==> config.mk <==
export PLATFORM = sky130hd
export DESIGN_NAME = comparator_2bit
export DESIGN_NICKNAME = d
export VERILOG_FILES = /design/src/rtl/comparator_2bit.sv
export SDC_FILE = /design/constraint.sdc
export NUM_CORES = 1
export LEC_CHECK = 0
export ABC_AREA = 1
export ABC_CLOCK_PERIOD_IN_PS = 900
export CAP_MARGIN = 40
export CORE_AREA = 8 8 45 47
export CTS_BUF_LIST = sky130_fd_sc_hd__clkbuf_8
export DETAILED_ROUTE_END_ITERATION = 7
export DIE_AREA = 0 0 53 55
export PLACE_DENSITY = 0.42
export SLEW_MARGIN = 20
export SYNTH_ARGS = -nofsm -noshare
export SYNTH_HDL_FRONTEND = slang
export SYNTH_SLANG_ARGS = --single-unit
==> constraint.sdc <==
create_clock -name clk -period 0.9 [get_ports clk]
set_input_delay 0.09 -clock clk [delete_from_list [all_inputs] [get_ports clk]]
set_output_delay 0.09 -clock clk [all_outputs]
set_load 0.005 [all_outputs]
==> src/rtl/comparator_2bit.sv <==
// rtl/comparator_2bit.sv - registered 2-bit magnitude comparator with one-hot gt/eq/lt flags
// Build option: define COMPARATOR_SIGNED_EN to treat operands as two's complement.
module comparator_2bit (
  input  logic clk,
  input  logic rst,
  input  logic a0,
  input  logic a1,
  input  logic b0,
  input  logic b1,
  output logic out1,
  output logic out2,
  output logic out3
);

  logic gt;
  logic eq;
  logic lt;
  logic msb_a_wins;
  logic msb_b_wins;

  // In two's complement the MSB is the sign bit, so a set MSB loses the decision.
`ifdef COMPARATOR_SIGNED_EN
  assign msb_a_wins = ~a1 & b1;
  assign msb_b_wins = a1 & ~b1;
`else
  assign msb_a_wins = a1 & ~b1;
  assign msb_b_wins = ~a1 & b1;
`endif

  always_comb begin
    gt = 1'b0;
    lt = 1'b0;
    eq = (a1 ~^ b1) & (a0 ~^ b0);
    if (a1 != b1) begin
      gt = msb_a_wins;
      lt = msb_b_wins;
    end else begin
      gt = a0 & ~b0;
      lt = ~a0 & b0;
    end
  end

  always_ff @(posedge clk) begin
    if (rst) begin
      out1 <= 1'b0;
      out2 <= 1'b0;
      out3 <= 1'b0;
    end else begin
      out1 <= gt;
      out2 <= eq;
      out3 <= lt;
    end
  end

endmodule

==> impl_metrics.json <==
{
  "worst_setup_path_start_kind": "flip-flop",
  "start_util_pct": 12.6,
  "multi_input_area_um2": 100,
  "hpwlAfterDp_um": 300,
  "drtAntennaViolNets": 0,
  "finalNetCount": 48,
  "p_sw_share_pct": 20.5,
  "crit_buf_inv": 1,
  "fin_crit_sh_pct": 92.8,
  "status": "complete, no violations",
  "grt_start_max_net_pins": 6,
  "htree_levels": 1,
  "ys_ff_latch": 3,
  "yosysSeqAreaShare_pct": 34.5,
  "hp-class": "primary input to flip-flop",
  "async_reset_ff_share_pct": 0,
  "hold_viol_final": 0,
  "cpPeakStageDelay_ps": 280,
  "antenna_found_initial": 0,
  "dieArea_um2": 2920,
  "clkTransAtPathRegs_ps": 30,
  "fin_crit_ps": 835,
  "ys_types": 5,
  "syn_area_per_cell_um2": 7.25,
  "synth_top_cell_by_area": "dfxtp_1",
  "clkPwrFrac_pct": 61.7,
  "final_area_um2": 338,
  "io_pins": 9,
  "drtIter0Drc": 0,
  "fill_cells": 163,
  "required_ps": 810,
  "cts_hold_buffers": 0,
  "yosys-top-cells-count": "inv_1 (7), nand2_1 (5), nor2_1 (5)",
  "fmax_mhz": 1200,
  "power_density_nw_per_um2": 1800,
  "syn_inst": 24,
  "p_leak_nw": 0.205,
  "grt_overflow_total": 0,
  "die_y_um": 55,
  "worstMarginPinSlew_ps": 135,
  "crit_family": "flip-flops",
  "maxCapViolations": 0,
  "wl_per_cell_um": 6.98,
  "p_int_mw": 0.484,
  "synth_area_um2": 174,
  "synth_area_leaders": "dfxtp_1 (35%), ha_1 (29%), inv_1 (15%)",
  "cts_root_buffer": "clkbuf_8",
  "clockBufferDepth": 2,
  "ys.flop_type": "dfxtp_1",
  "core_um2": 1380,
  "firstDrtPassIters": 1,
  "io_buffers": 8,
  "cpMaxStageDelayCell": "dfxtp_1",
  "power_frac_seq_pct": 24.0,
  "pwr-share-comb_pct": 14.2,
  "drive_above_1_share_pct": 16.2,
  "cts_sinks": 3,
  "routed_via_density": 3.28,
  "power.switching_mw": 0.125,
  "path_cells": "dlygate4sd2_1",
  "max-slew-margin-rel_pct": 91.0,
  "end_kind": "output pin",
  "area_delta_synth_final_pct": 94.2,
  "crit_arrival_ps": 740,
  "cts_setup_buffers": 0,
  "syn-num-nets": 34,
  "dp_slack_ps": -350,
  "synth_top_area_share_pct": 34.5,
  "final-seq-area_um2": 60.1,
  "cp_max_fo": 1,
  "cts_tree": "done",
  "dpl-instance-area_um2": 282,
  "grt_usage_pct": 3.50,
  "cts_made_buffers": 3,
  "slew_viol_final": 0,
  "rsz0062_at_grt": "no",
  "synth_edf_count": 0,
  "grt_pass1_vias": 169,
  "setup_viol": 0,
  "synth_most_common_cell": "inv_1",
  "worst_slack_ps": 65.2,
  "ir_worst_vdd_mv": 0.225,
  "vias": 174,
  "total_power_mw": 0.609,
  "drc": 0,
  "num_rows": 14,
  "grt_pass1_wl_um": 641,
  "routed_wirelength_um": 370,
  "dieWidth_um": 53,
  "yosysWarnings": 0,
  "crit_type": "flip-flop to output pin",
  "globalplace.congestion": 0.589,
  "n_antenna_cell": 0
}
registers in the layout, indices dropped and copies added, names as in the netlist:
signal,cells
out1,1
out2,1
out3,1
metal layers:
layer	global-route usage, %	routed length, µm	part of all wire [%]
met2	4.49	157	42
met4	5.17	23	6.2
met1	2.73	120	32
met5	0	0	0
met3	2.94	68	18
cell type report:
class | instances | area share, %
clock buffers | 3 | 12.2
well taps | 16 | 5.93
clock inverters | 1 | 1.11
multi-input cells | 14 | 29.6
flip-flops and latches | 3 | 17.8
repair buffers | 9 | 25.6
inverters | 7 | 7.78
repair_timing:
action / CTS / global route
setup endpoints to repair: 6 / 3
gates resized for setup: 7 / 2
pin swaps: 1 / 0
power by group through the flow:
stage	sequential [mW]	combinational, mW	clock (mW)
after floorplan	0.151	0.0347	0
after global placement	0.149	0.0923	0
after detailed placement	0.149	0.0914	0
after CTS	0.147	0.0899	0.388
after global routing	0.147	0.102	0.406
final	0.146	0.0866	0.376
final timing paths:
path  from  slack (ps)   end  cells after the start
min     b0         270  out2                      4
max   out2          70  out2                      1
stage by stage:
stage	hold WS [ps]	instances	TNS [ps]	utilization [%]
floorplan	162	24	0	-
detailed placement	660	49	-992	20.3
global placement	654	49	-1000	20.3
finish	266	53	0	24.4
CTS	426	53	0	24.1
global route	331	53	0	24.4
logic make-up after synthesis:
| logic type | share of synthesized area, % |
|---|---|
| flops | 34.5 |
| simple gates | 21.6 |
| fa+ha+maj | 28.8 |
| buf+inv | 15.1 |
cells in the final DEF (no fill, tap or decap):
cell             count
nor2_1               5
clkdlybuf4s50_1      1
inv_1                7
dlymetal6s2s_1       2
buf_4                1
dlygate4sd2_1        5
ha_1                 3
ha_4                 1
dfxtp_1              3
clkbuf_8             3
inv_2                1
nand2_1              5
No activity file was read; power rests on OpenSTA's default activity.
